--- src/rtl/dac_spi_tx_pkg.sv ---
// Shared definitions for the serial DAC transmit path: frame geometry,
// power-down mode codes, FSM state type and the frame-word builder.
package dac_spi_tx_pkg;

  localparam int DAC_FRAME_W = 16;
  localparam int DAC_DATA_W  = 12;

  // Power-down codes placed in frame[13:12]
  localparam logic [1:0] PD_NORMAL   = 2'b00;
  localparam logic [1:0] PD_1K_GND   = 2'b01;
  localparam logic [1:0] PD_100K_GND = 2'b10;
  localparam logic [1:0] PD_HIGH_Z   = 2'b11;

  typedef enum logic [1:0] {
    ST_IDLE  = 2'd0,
    ST_SHIFT = 2'd1,
    ST_GAP   = 2'd2
  } state_t;

  // Frame word as the DAC expects it: two don't-care zeros, mode, code
  function automatic logic [DAC_FRAME_W-1:0] buildFrame(
    input logic [1:0]            pd,
    input logic [DAC_DATA_W-1:0] code
  );
    return {2'b00, pd, code};
  endfunction

endpackage

--- src/rtl/dac_spi_tx_sclk_tick_gen.sv ---
// SCLK phase timer: counts CLK_DIV clock cycles while enabled and emits a
// one-cycle tick on the last cycle of each SCLK half-period. Held at zero
// while disabled so every frame starts on a fresh phase boundary.
module dac_spi_tx_sclk_tick_gen #(
  parameter int CLK_DIV = 2
) (
  input  logic clk,
  input  logic rst,
  input  logic i_enable,
  input  logic i_restart,
  output logic o_tick
);

  localparam int CNT_W = (CLK_DIV > 1) ? $clog2(CLK_DIV) : 1;

  logic [CNT_W-1:0] r_cnt;
  logic             w_phaseEnd;

  assign w_phaseEnd = (r_cnt == CNT_W'(CLK_DIV - 1));
  assign o_tick     = i_enable && !i_restart && w_phaseEnd;

  // Half-period counter, cleared on restart, when idle or at each phase end
  always_ff @(posedge clk or posedge rst) begin
    if (rst) begin
      r_cnt <= '0;
    end else if (!i_enable || i_restart || w_phaseEnd) begin
      r_cnt <= '0;
    end else begin
      r_cnt <= r_cnt + CNT_W'(1);
    end
  end

endmodule

--- src/rtl/dac_spi_tx.sv ---
// Serial DAC transmitter: accepts one 12-bit code per frame over a
// valid/ready handshake and shifts a 16-bit word out MSB first in SPI mode 2
// (SCLK idles high, DAC samples DIN on falling edges). Every output comes
// straight from a register.
module dac_spi_tx
  import dac_spi_tx_pkg::*;
#(
  parameter int         CLK_DIV     = 2,
  parameter logic [1:0] PD_MODE     = PD_NORMAL,
  parameter int         CS_HIGH_MIN = 4
) (
  input  logic                   clk,
  input  logic                   rst,
  input  logic [DAC_DATA_W-1:0]  sample_in,
  input  logic                   sample_valid,
  output logic                   sample_ready,
  output logic                   dac_sclk,
  output logic                   dac_cs_n,
  output logic                   dac_din,
  output logic                   busy,
  output logic                   frame_done,
  output logic [DAC_FRAME_W-1:0] frame_count
);

  localparam int GAP_W = (CS_HIGH_MIN > 1) ? $clog2(CS_HIGH_MIN) : 1;

  state_t                 r_state, w_stateNext;
  logic [14:0]            r_shiftReg, w_shiftRegNext;
  logic [3:0]             r_bitCnt, w_bitCntNext;
  logic [GAP_W-1:0]       r_gapCnt, w_gapCntNext;
  logic                   r_ready, w_readyNext;
  logic                   r_sclk, w_sclkNext;
  logic                   r_csN, w_csNNext;
  logic                   r_din, w_dinNext;
  logic                   r_busy, w_busyNext;
  logic                   r_done, w_doneNext;
  logic [DAC_FRAME_W-1:0] r_count, w_countNext;

  logic                   w_accept;
  logic                   w_shiftActive;
  logic                   w_tick;
  logic [DAC_FRAME_W-1:0] w_frame;

  assign w_accept      = (r_state == ST_IDLE) && r_ready && sample_valid;
  assign w_shiftActive = (r_state == ST_SHIFT);
  assign w_frame       = buildFrame(PD_MODE, sample_in);

  dac_spi_tx_sclk_tick_gen #(
    .CLK_DIV(CLK_DIV)
  ) u_tick (
    .clk      (clk),
    .rst      (rst),
    .i_enable (w_shiftActive),
    .i_restart(w_accept),
    .o_tick   (w_tick)
  );

  // Next-state and next-output logic; everything holds unless a rule fires
  always_comb begin
    w_stateNext    = r_state;
    w_shiftRegNext = r_shiftReg;
    w_bitCntNext   = r_bitCnt;
    w_gapCntNext   = r_gapCnt;
    w_readyNext    = r_ready;
    w_sclkNext     = r_sclk;
    w_csNNext      = r_csN;
    w_dinNext      = r_din;
    w_busyNext     = r_busy;
    w_doneNext     = 1'b0;
    w_countNext    = r_count;

    case (r_state)
      ST_IDLE: begin
        w_readyNext = 1'b1;
        if (w_accept) begin
          w_shiftRegNext = w_frame[14:0];
          w_dinNext      = w_frame[15];
          w_bitCntNext   = 4'd0;
          w_readyNext    = 1'b0;
          w_busyNext     = 1'b1;
          w_csNNext      = 1'b0;
          w_stateNext    = ST_SHIFT;
        end
      end

      ST_SHIFT: begin
        if (w_tick) begin
          if (r_sclk) begin
            w_sclkNext = 1'b0;
          end else begin
            w_sclkNext = 1'b1;
            if (r_bitCnt != 4'd15) begin
              w_dinNext      = r_shiftReg[14];
              w_shiftRegNext = {r_shiftReg[13:0], 1'b0};
              w_bitCntNext   = r_bitCnt + 4'd1;
            end else begin
              w_csNNext    = 1'b1;
              w_dinNext    = 1'b0;
              w_busyNext   = 1'b0;
              w_doneNext   = 1'b1;
              w_countNext  = r_count + 16'd1;
              w_gapCntNext = '0;
              w_stateNext  = ST_GAP;
            end
          end
        end
      end

      ST_GAP: begin
        if (r_gapCnt == GAP_W'(CS_HIGH_MIN - 1)) begin
          w_readyNext = 1'b1;
          w_stateNext = ST_IDLE;
        end else begin
          w_gapCntNext = r_gapCnt + GAP_W'(1);
        end
      end

      default: begin
        w_stateNext = ST_IDLE;
      end
    endcase
  end

  // State and output registers; reset aborts any frame and parks the bus idle
  always_ff @(posedge clk or posedge rst) begin
    if (rst) begin
      r_state    <= ST_IDLE;
      r_shiftReg <= '0;
      r_bitCnt   <= '0;
      r_gapCnt   <= '0;
      r_ready    <= 1'b0;
      r_sclk     <= 1'b1;
      r_csN      <= 1'b1;
      r_din      <= 1'b0;
      r_busy     <= 1'b0;
      r_done     <= 1'b0;
      r_count    <= '0;
    end else begin
      r_state    <= w_stateNext;
      r_shiftReg <= w_shiftRegNext;
      r_bitCnt   <= w_bitCntNext;
      r_gapCnt   <= w_gapCntNext;
      r_ready    <= w_readyNext;
      r_sclk     <= w_sclkNext;
      r_csN      <= w_csNNext;
      r_din      <= w_dinNext;
      r_busy     <= w_busyNext;
      r_done     <= w_doneNext;
      r_count    <= w_countNext;
    end
  end

  assign sample_ready = r_ready;
  assign dac_sclk     = r_sclk;
  assign dac_cs_n     = r_csN;
  assign dac_din      = r_din;
  assign busy         = r_busy;
  assign frame_done   = r_done;
  assign frame_count  = r_count;

endmodule

--- config.mk ---
export PLATFORM = sky130hd
export DESIGN_NAME = dac_spi_tx
export DESIGN_NICKNAME = d
export VERILOG_FILES = /design/src/rtl/dac_spi_tx_pkg.sv /design/src/rtl/dac_spi_tx_sclk_tick_gen.sv /design/src/rtl/dac_spi_tx.sv
export SDC_FILE = /design/constraint.sdc
export NUM_CORES = 1
export LEC_CHECK = 0
export ABC_CLOCK_PERIOD_IN_PS = 1650
export CAP_MARGIN = 20
export CORE_AREA = 2 2 54 94
export CTS_CLUSTER_SIZE = 12
export DETAILED_ROUTE_END_ITERATION = 16
export DIE_AREA = 0 0 56 96
export PLACE_DENSITY = 0.73
export SLEW_MARGIN = 10
export SYNTH_ARGS = -nofsm -noshare
export SYNTH_HDL_FRONTEND = slang
export SYNTH_SLANG_ARGS = --single-unit
--- constraint.sdc ---
create_clock -name clk -period 1.65 [get_ports clk]
set_input_delay 0.495 -clock clk [delete_from_list [all_inputs] [get_ports clk]]
set_output_delay 0.495 -clock clk [all_outputs]
set_load 0.01 [all_outputs]
==> Word-level counts from Yosys, hierarchy flattened <==
Cells that the tools add are included.
{ "totals": {"register_bits": 46, "input_bits": 15, "output_inout_bits": 22, "word_cells": 93} }
{ "classes": {"addsub": 4, "eq_ne": 11, "muxes": 44, "bitwise": 2, "reduce_logical": 20} }
{ "op_table": {"columns": ["operator", "n"], "rows": [
  ["2-to-1 mux 15 bit", 4],
  ["one-hot mux 15 bit (2 select lines)", 1],
  ["AND reduction 5 bit", 4],
  ["2-to-1 mux 1 bit", 19],
  ["2-to-1 mux 2 bit", 9],
  ["adder 16 x 1 -> 16 bit (second input constant)", 1],
  ["2-to-1 mux 4 bit", 4],
  ["!= test 2 bit (second input constant)", 6],
  ["one-hot mux 1 bit (2 select lines)", 4],
  ["one-hot mux 4 bit (2 select lines)", 1],
  ["AND reduction 4 bit", 2],
  ["one-hot mux 2 bit (3 select lines)", 1],
  ["nonzero test 2 bit", 3],
  ["adder 4 x 1 -> 4 bit (second input constant)", 1],
  ["== test 2 bit (second input constant)", 2],
  ["logical AND 1 bit", 4],
  ["!= test 4 bit (second input constant)", 1],
  ["one-hot mux 2 bit (2 select lines)", 1],
  ["AND reduction 2 bit", 2],
  ["adder 2 x 1 -> 2 bit (second input constant)", 1],
  ["== test 2 x 1 -> 1 bit (second input constant)", 1],
  ["zero test 1 bit", 2],
  ["zero test 2 bit", 1],
  ["logical OR 1 bit", 2],
  ["3 further kinds", 4]
]} }

==> Longest topological paths before layout <==
Gate-level depths: netlist of run 1.
{ "logic_depth": {"depth_word": 8, "depth_mapped": 6, "ltp_nobuf": 6} }

==> Hierarchy <==
A second synthesis of run 1 with hierarchy kept.
{ "hier_totals": {"cells_unflattened": 182, "hier_area_um2": 2067.0} }
{ "modules_own_cells": {"columns": ["module", "instances", "cells_each", "area_each_um2", "seq_area_each_um2"], "rows": [
  ["dac_spi_tx", 1, 178, 2016.9, 1128.6],
  ["dac_spi_tx_sclk_tick_gen", 1, 4, 50.0, 25.0]
]} }

==> Worst setup path after synthesis of run 1 <==
Ideal clock, no wire load.
{ "synth_path": {"path_kind": "register -> register", "start": "register r_state[1]", "end": "register r_count[14] (netlist: frame_count[14])", "setup_ns": 0.079, "arrival_ns": 1.652, "required_ns": 1.571, "slack_ns": -0.081, "path_stages_with_launch": 7, "path_buffers": 2, "synth_period_minus_slack_ns": 1.731, "path_cell_list": "dfrtp_1 -> buf_6 -> nand4bb_4 -> or4_4 -> buf_6 -> nor4_4 -> xor2_1"} }
{ "synth_via": {"elab_chain_cells": 7, "elab_cells_between_ends": 8, "classes_between": "eq/ne: 1; reduce/logical: 7"} }
{ "synth_rtl": {"columns": ["item", "line", "rtl"], "rows": [
  ["start, declared", "dac_spi_tx.sv:27", "state_t r_state, w_stateNext;"],
  ["start signal, assigned", "dac_spi_tx.sv:139", "r_state <= w_stateNext;"],
  ["zero test 2 bit", "dac_spi_tx.sv:44", "assign w_accept = (r_state == ST_IDLE) && r_ready && sample_valid;"],
  ["logical AND 1 bit (2 in series)", "dac_spi_tx.sv:44", null],
  ["zero test 1 bit", "dac_spi_tx_sclk_tick_gen.sv:20", "assign o_tick = i_enable && !i_restart && w_phaseEnd;"],
  ["logical AND 1 bit (2 in series)", "dac_spi_tx_sclk_tick_gen.sv:20", null],
  ["AND reduction 4 bit (no source line) (*)", null, null],
  ["end signal, assigned", "dac_spi_tx.sv:149", "r_count <= w_countNext;"],
  ["end, declared", "dac_spi_tx.sv:37", "logic [DAC_FRAME_W-1:0] r_count, w_countNext;"]
]} }
Mark *: on every way between the ends. The rest lies on a longest branch, timed or not.
A chain may end at the register's enable or synchronous reset.

==> Worst setup path after layout of run 1 <==
{ "layout_path": {"start": "register r_sclk (netlist: dac_sclk)", "end": "register r_count[14] (netlist: frame_count[14])"} }
{ "layout_via": {"elab_chain_cells": 2} }
{ "layout_rtl": {"columns": ["item", "line", "rtl"], "rows": [
  ["start, declared", "dac_spi_tx.sv:32", "logic r_sclk, w_sclkNext;"],
  ["start signal, assigned", "dac_spi_tx.sv:144", "r_sclk <= w_sclkNext;"],
  ["NOT 1 bit (no source line)", null, null],
  ["AND reduction 4 bit (no source line)", null, null]
]} }
Every way passes these cells.

==> summary.txt, run 1 <==
Clocking
  – TritonCTS Buffers: 5
  – Clock latency on the worst-skew pair: 300 ps
  – CTS tree: yes
  – CTS Root Buffer Type: clkbuf_8
  – H-tree depth: 2
  – Deepest clock path buffer count: 2
  – CTS clk-pin slew, worst paths: 80 ps
  – # clock sinks: 46

Worst setup path
  – Worst reg2reg path depth: 4
  – Worst setup path startpoint: dac_sclk$_DFFE_PP1P_
  – CP Capture Point: frame_count[14]$_DFFE_PP0P_
  – R2R Path End: frame_count[14]$_DFFE_PP0P_
  – Crit Path Max Fanout: 6
  – Worst Setup End Kind: register
  – CP Launch Type: register
  – R2r startpoint: dac_sclk$_DFFE_PP1P_
  – WP data required: between 1500 and 2000 ps
  – Worst Path Arrival: 1870 ps
  – WS Path Type: reg -> reg
  – Reg2reg setup slack: 8 ps

Drt
  – Via-per-instance ratio: 5.15
  – DRT Pass-1 Iters: 4
  – Drt wl/cell: 13.1 um
  – DRT iter0 DRCs: between 40 and 50
  – Remaining routing DRC violations: 0
  – Antenna-violating nets left: 0
  – Routed WL: 4230 um
  – Vias: around 1700

Min path
  – Hold Path Class: reg -> reg

Final layout
  – Layout area overhead: 36.9%
  – Post-layout util: a little over three fifths
  – Commonest non-fill, non-tap cell in the layout: dfrtp_1
  – Final net count: 289
  – # diodes: 0
  – Layout cells sized above 1: between 20 and 25%
  – Fin cells: 324
  – Commonest non-fill, non-tap cells in the layout: dfrtp_1 (44), nand2_1 (39), buf_4 (34)

Placement
  – Placed Instances: 305
  – Port bufs: 36
  – DP HPWL: about 3000 um
  – Pre-CTS setup slack: -187 ps
  – Routability cong.: 0.771

Floorplanning
  – Core area: 4620 um2
  – Initial core utilization: 45.7%
  – I/O pin total: 37
  – Die area: between 5000 and 6000 um2
  – Num rows: 33
  – DIE HEIGHT: 96 um
  – Die X: 56 um

Flow run
  – Max cap viols: 0

Synth
  – Synth Warn #: 0
  – EDFF count, synth: 0
  – Cell variety after synth: 37
  – Post-Syn Area per Cell: 10.5 um2
  – Synth async-reset ratio: 100%
  – Number of synthesized register bits: 46
  – Syn Nets: roughly 220
  – Post-synthesis sequential area ratio: 54.6%
  – Main synth FF type: dfrtp_1
  – Post-Syn Area: 2110 um2
  – Gate Count Post-Synth: 201

Global routing
  – Number of global-route vias before repair: 1693
  – Gr usage total: 16.8%
  – Antenna violations before repair: 0
  – Grt total ovfl: 0
  – Largest net degree at the start of global routing: 47
  – First-pass GRT wire length: ~7100 um

Timing
  – Min Hold Slack: between 400 and 500 ps
  – Slew HR: approximately 82%
  – Crit share post-route: 99.5%
  – Period minus WS final: about 1600 ps
  – Setup TNS: 0 ps
  – Fmax: 609 MHz
  – Setup Skew: 5.36 ps
  – RSZ-0062 raised after global routing: yes
  – Final hold vios: 0
  – Fin worst setup slack: slightly above 8 ps
  – Final setup fails: 0
  – Pins Over Slew Limit: 0
  – Slew @ Worst Pin: 261 ps

Power
  – Leakage: 1.47 nW
  – Peak VDD IR: 1380 uV
  – Pwr Density: approximately 1300 nW/um2

Status
  – Status: complete, no violations
-- repair_timing --
item / CTS / global route
hold buffers: 0 / 0
setup endpoints to repair: 29 / 17
gates resized for setup: 26 / 10
pin swaps: 3 / 8
buffers inserted: 10 / 1
hold endpoints to repair: 0 / 0
-- through the flow --
step           cell area, um2  total power (W)
5_1_grt                  2890          0.00407
6_report                 2890          0.00381
4_1_cts                  2860          0.00380
3_5_place_dp             2690          0.00298
2_1_floorplan            2110          0.00235
3_3_place_gp             2690          0.00293
-- cell type report --
class,instances,area (um2)
fillers,391,1730
flip-flops and latches,46,1150
multi-input cells,140,935
repair buffers,71,606
clock buffers,5,68.8
well taps,52,65.1
clock inverters,3,40.0
inverters,7,26.3
-- critical path: stages, from the launching register on --
cell	delay, ps
dfstp_2	400
nand4bb_4	230
or4_4	620
nor4_4	170
xor2_1	150
-- registers in the layout (all words and copies together), names as in the netlist --
signal        count
busy              1
dac_cs_n          1
dac_din           1
dac_sclk          1
frame_count      16
frame_done        1
r_bitCnt          4
r_gapCnt          2
r_shiftReg       15
r_state           2
sample_ready      1
u_tick.r_cnt      1
-- how the worst min path moves through the flow --
stage                                           start                           to  depth (start not counted)  slack, ps
after detailed placement  frame_count[15]$_DFFE_PP0P_  frame_count[15]$_DFFE_PP0P_                          1        470
after global routing      frame_count[15]$_DFFE_PP0P_  frame_count[15]$_DFFE_PP0P_                          1        500
after CTS                 frame_count[15]$_DFFE_PP0P_  frame_count[15]$_DFFE_PP0P_                          1        480
after floorplan            r_shiftReg[14]$_DFFE_PP0P_   r_shiftReg[14]$_DFFE_PP0P_                          2        440
final                     frame_count[15]$_DFFE_PP0P_  frame_count[15]$_DFFE_PP0P_                          1        470
after global placement     r_shiftReg[14]$_DFFE_PP0P_   r_shiftReg[14]$_DFFE_PP0P_                          2        450
-- synthesized netlist by cell type, types with 2 or more instances --
library cell	count	area, um2
nand3b_1	2	15.0
dfstp_2	2	52.6
buf_6	2	22.5
dfrtp_1	44	1100
o21ai_0	20	100
nand4_1	3	18.8
nand2_1	40	150
xnor2_1	9	78.8
nor3_2	2	20.0
and3b_1	2	17.5
mux2i_1	11	110
inv_1	7	26.3
a21oi_1	4	20.0
clkbuf_1	5	18.8
ha_1	3	37.5
nor2_1	11	41.3
xor2_1	6	52.6
nand3_1	7	35.0
and3_1	3	18.8
-- metal layers --
metal  share of wire (%)  track usage (%)  vias up
met4                 2.7             7.34        0
met2                  56             32.5       36
met1                  37             17.6      803
li1                    -                -      819
met5                   0                0        -
met3                 3.5             2.96       10
-- cells by family (layout without fill, tap and decap cells) --
logic type	Yosys count	in the layout	synth area share [%]
AOI/OAI and AO/OA	31	31	8.17
and+or+nand+nor	80	80	20.6
adders and majority gates	3	3	1.78
xor gates and xnor gates	15	15	6.22
buffers and inverters	15	86	3.43
DFF	46	46	54.6
muxes	11	11	5.21
-- report_power, final --
group	internal [W]	switching (W)	total, W
Clock	0.000446	0.000379	0.000825
Combinational	0.000688	0.000706	0.00139
Sequential	0.00142	0.000173	0.00159
Total	0.00255	0.00126	0.00381
Power figures use the tool's default switching activity.
==> run 2: changes to the inputs <==
Settings changed: SLEW_MARGIN 10 to 30.
==> results of run 2 <==
The final DEF is identical to that of run 1; final timing and power are the same.
==> RTL change 1, RTL diff (settings of run 2) <==
`CLK_DIV` is set to 2 in 2 places; all go to 1.
--- a/src/rtl/dac_spi_tx_sclk_tick_gen.sv
+++ b/src/rtl/dac_spi_tx_sclk_tick_gen.sv
@@ -2,7 +2,7 @@
 // one-cycle tick on the last cycle of each SCLK half-period. Held at zero
 // while disabled so every frame starts on a fresh phase boundary.
 module dac_spi_tx_sclk_tick_gen #(
-  parameter int CLK_DIV = 2
+  parameter int CLK_DIV = 1
 ) (
   input  logic clk,
   input  logic rst,
--- a/src/rtl/dac_spi_tx.sv
+++ b/src/rtl/dac_spi_tx.sv
@@ -5,7 +5,7 @@
 module dac_spi_tx
   import dac_spi_tx_pkg::*;
 #(
-  parameter int         CLK_DIV     = 2,
+  parameter int         CLK_DIV     = 1,
   parameter logic [1:0] PD_MODE     = PD_NORMAL,
   parameter int         CS_HIGH_MIN = 4
 ) (
Behaviour: not the same (Yosys sat finds a counterexample within 4 cycles, from zero or initial values and one cycle with rst high).
==> RTL change 1 against run 2 <==
  * Area after synthesis hardly changed
  * Sequential cell count stayed put
  * Final area increased by 2.5%
  * Worst setup slack improved by 0.043 ns
  * Routed wire length grew 5.8%
  * Critical endpoint is now dac_cs_n
  * Critical path type is now reg -> out
  * Highest routed layer unchanged
  * Utilization rose by 1.6 points
  * Cell count up 0.31%
  * Total power decreased by 6.2%
==> RTL change 1: results (changes against run 2) <==
INFO  metric outcome = finished clean
INFO  metric cts.path.max_buffers = 2 (unchanged)
INFO  metric wl_met3 = 133 um (-11%)
INFO  metric globalplace.congestion = 0.777 (+0.86%)
INFO  metric dr_wl_met2 = 2460 um (+3.3%)
INFO  metric seq_area_share = 38.9% (-0.98 points)
INFO  metric total_leakage_power = 1.50 nW (+2.3%)
INFO  metric critical_path_peak_fanout = 2 (-4)
INFO  metric placed_area = 2690 um^2 (about the same)
INFO  metric use_met3 = 3.63% (+0.67 points)
INFO  metric clock_tree_area_fraction = 3.92% (+0.16 points)
INFO  metric synthXorXnorAreaFrac = 6.63% (+0.41 points)
INFO  metric clock_buffer_count = 7 (+2)
INFO  metric finalWirelength = 4480 um (+5.8%)
INFO  metric wl_met1 = 1740 um (+9.9%)
INFO  metric non_clock_buffer_area_share = 21.3% (+0.37 points)
INFO  metric p_int = 2.47 mW (-3.1%)
INFO  metric ff2ff_setup_slack = 0.06 ns (+0.05 ns)
INFO  metric yosysUniqueCellTypes = 44 (+19%)
INFO  metric peak_ir_drop_on_the_vdd_network = 0.913 mV (-34%)
INFO  metric cpLargestDelayFamily = flip-flops
INFO  metric worstReg2RegStart = r_bitCnt[0]$_DFFE_PP0P_
INFO  metric synth_adder_area_share = 1.78% (about the same)
INFO  metric critPathMaxStageDelay = 0.54 ns (-0.08 ns)
INFO  metric dp.final_hpwl = 3040 um (-0.49%)
INFO  metric synth.area.top_cells = dfrtp_1 52%, nand2_1 5.3%, mux2i_1 5.2%, o21ai_0 4.7%, xor2_1 3.7%
INFO  metric p_clk_share = 24.2% (+2.6 points)
INFO  metric grtUsageMet1 = 20.7% (+3.2 points)
INFO  metric drtIter0Drc = 41 (-11%)
INFO  metric final.setup_skew = 0.00996 ns (+0.00460 ns)
INFO  metric multi_input_area_share = 32.7% (+0.39 points)
INFO  metric critical_path_endpoint = dac_cs_n
INFO  metric r2r_end = r_shiftReg[14]$_DFFE_PP0P_
INFO  metric first_pass_grt_wire_length = 7640 um (+6.9%)
INFO  metric r2r_cells = 6 (+2)
INFO  metric area.growth.synth_to_final = 40.3%
INFO  metric power.density_cell_area = 1210 nW/um^2 (-8.5%)
INFO  metric synth-compound-area-share = 8.76% (+0.59 points)
INFO  metric globalRouteTotalUtil = 18.2% (+1.4 points)
INFO  metric fin_util = 64.2% (+1.6 points)
INFO  metric synth.net_count = 216 (-1.4%)
INFO  metric synth_sequential_area_ratio = 54.6% (about the same)
INFO  metric critical_path.slowest_cell = dfstp_2
INFO  metric crit_start = dac_cs_n$_DFFE_PP1P_
INFO  metric num-nonclk-buffers = 74 (+4.2%)
INFO  metric synth.cells.most_frequent = 44 x dfrtp_1, 30 x nand2_1, 20 x o21ai_0, 14 x nand3_1, 11 x mux2i_1
INFO  metric comb.multi_input.count = 137 (-2.1%)
INFO  metric synth_mux_area_share = 5.74% (+0.53 points)
INFO  metric drive_above_1_share = 24.5% (+1.7 points)
INFO  metric final_nets = 290 (+0.35%)
INFO  metric cp_data_arrival_time = 1.10 ns (-0.77 ns)
INFO  metric final.signal_inverter_count = 8 (+1)
-- RTL change 1: cell types whose count changed in the layout (fill, tap and decap cells not counted), sizes merged, moves of 2 or more --
cell    delta
xor2       +3
nor2       -5
inv        +2
nor3b      +2
nand2     -10
buf        +3
and4       +2
clkinv     -3
xnor2      -2
nand3      +7
-- RTL change 1: what timing repair did --
action                                 CTS  global route
endpoints found under the hold margin    0             0
pin swaps                                0             5
setup buffers                           10             4
resized for setup                       23            17
setup endpoints to repair               23            27
-- RTL change 1: metrics by stage --
stage	hold slack, ns	instances	setup TNS, ns	setup slack, ns	power, mW
after floorplan	0.449	198	0	0.0301	2.18
final	0.466	325	0	0.0513	3.57
after detailed placement	0.466	303	-3.96	-0.224	2.69
after global routing	0.494	325	-0.0873	-0.0404	3.82
after global placement	0.455	303	-3.31	-0.178	2.65
after CTS	0.475	321	0	0.00815	3.53
==> RTL change 2, RTL diff (flow settings as in run 2) <==
Made on the original files. `r_shiftReg` no longer has a reset.
--- a/src/rtl/dac_spi_tx.sv
+++ b/src/rtl/dac_spi_tx.sv
@@ -125,7 +125,6 @@
   always_ff @(posedge clk or posedge rst) begin
     if (rst) begin
       r_state    <= ST_IDLE;
-      r_shiftReg <= '0;
       r_bitCnt   <= '0;
       r_gapCnt   <= '0;
       r_ready    <= 1'b0;
@@ -137,7 +136,6 @@
       r_count    <= '0;
     end else begin
       r_state    <= w_stateNext;
-      r_shiftReg <= w_shiftRegNext;
       r_bitCnt   <= w_bitCntNext;
       r_gapCnt   <= w_gapCntNext;
       r_ready    <= w_readyNext;
@@ -150,6 +148,10 @@
     end
   end
 
+  always_ff @(posedge clk) begin
+    r_shiftReg <= w_shiftRegNext;
+  end
+
   assign sample_ready = r_ready;
   assign dac_sclk     = r_sclk;
   assign dac_cs_n     = r_csN;
Function: no difference found for any inputs over 10 cycles, from zero or initial values and one cycle with rst high; that may be too few to reach the edited logic, so the function may still have changed.
==> RTL change 2 against run 2 <==
  * Worst setup slack improved by 0.021 ns
  * Final area fell by 1.2%
  * Cell count fell by 3.1%
  * Routed wire length rose by 0.85%
  * Sequential cell count did not move
  * Fmax rose by 1.3%
  * Sequential share of layout area rose by 3.3 points
  * Critical path depth rose by 2
  * Area after synthesis fell by 1.4%
  * Critical path type unchanged
  * Largest cell class unchanged
  * Highest routed layer unchanged
Power is not compared: it rests on default switching activity, and its combinational part moved more than twofold at a synthesized area within 25%.
==> RTL change 2: results (changes against run 2) <==
INFO  metric placed_area = 2660 um^2 (-1.0%)
INFO  metric crit_start = frame_count[1]$_DFFE_PP0P_
INFO  metric cp_data_arrival_time = 1.80 ns (-0.07 ns)
INFO  metric wl_met1 = 1550 um (-1.8%)
INFO  metric r2r_end = frame_count[8]$_DFFE_PP0P_
INFO  metric critical_path_peak_fanout = 5 (-1)
INFO  metric final_nets = 279 (-3.5%)
INFO  metric num-fill-cells = 393 (+0.51%)
INFO  metric synth.cells.most_frequent = 44 x nand2_1, 29 x dfrtp_1, 15 x edfxtp_1, 14 x nor2_1, 9 x xnor2_1
INFO  metric yosysUniqueCellTypes = 36 (-2.7%)
INFO  metric worst_slew_margin_rel = 78.5% (-3.9 points)
INFO  metric synth_sequential_area_ratio = 58.9% (+4.4 points)
INFO  metric ff2ff_setup_slack = 0.03 ns (+0.02 ns)
INFO  metric grt_start_max_net_pins = 32 (-32%)
INFO  metric synth_enable_flop_cells = 15 (+15)
INFO  metric place_ws = -0.281 ns (-0.0938 ns)
INFO  metric first_pass_grt_wire_length = 7230 um (+1.2%)
INFO  metric dr_wl_met2 = 2450 um (+2.8%)
INFO  metric drtIter0Drc = 49 (+6.5%)
INFO  metric wl_met3 = 148 um (-1.3%)
INFO  metric outcome = finished clean
INFO  metric number_of_global_route_vias_before_repair = 1654 (-2.3%)
INFO  metric grtUsageMet1 = 17.1% (-0.52 points)
INFO  metric whs = 0.480 ns (+0.00964 ns)
INFO  metric synth.net_count = 209 (-4.6%)
INFO  metric dp.final_hpwl = 3010 um (-1.3%)
## RTL change 2: area by class of cell
cell class / instances / area, um^2 / area share (%)
flip-flops and latches: 46 / 1230 / 43.1
multi-input cells: 133 / 846 / 29.6
clock buffers: 8 / 80.1 / 2.80
repair buffers: 68 / 606 / 21.2
inverters: 7 / 30.0 / 1.05
well taps: 52 / 65.1 / 2.27
## RTL change 2: logic make-up (layout without fill, tap and decap cells)
group	count (synthesis)	in the layout	synth area share [%]
simple gates	96	96	24.5
flops	46	46	58.9
compound gates	17	17	5.16
xor+xnor	16	16	6.72
buf+inv	12	83	2.34
fa+ha+maj	3	3	1.80
mux	1	1	0.540
## RTL change 2: timing repair
action                                  4_1_cts  5_1_grt
pin swaps                                     0        7
gates resized for setup                      27       13
endpoints found under the setup margin       38       25
setup buffers                                 7        5
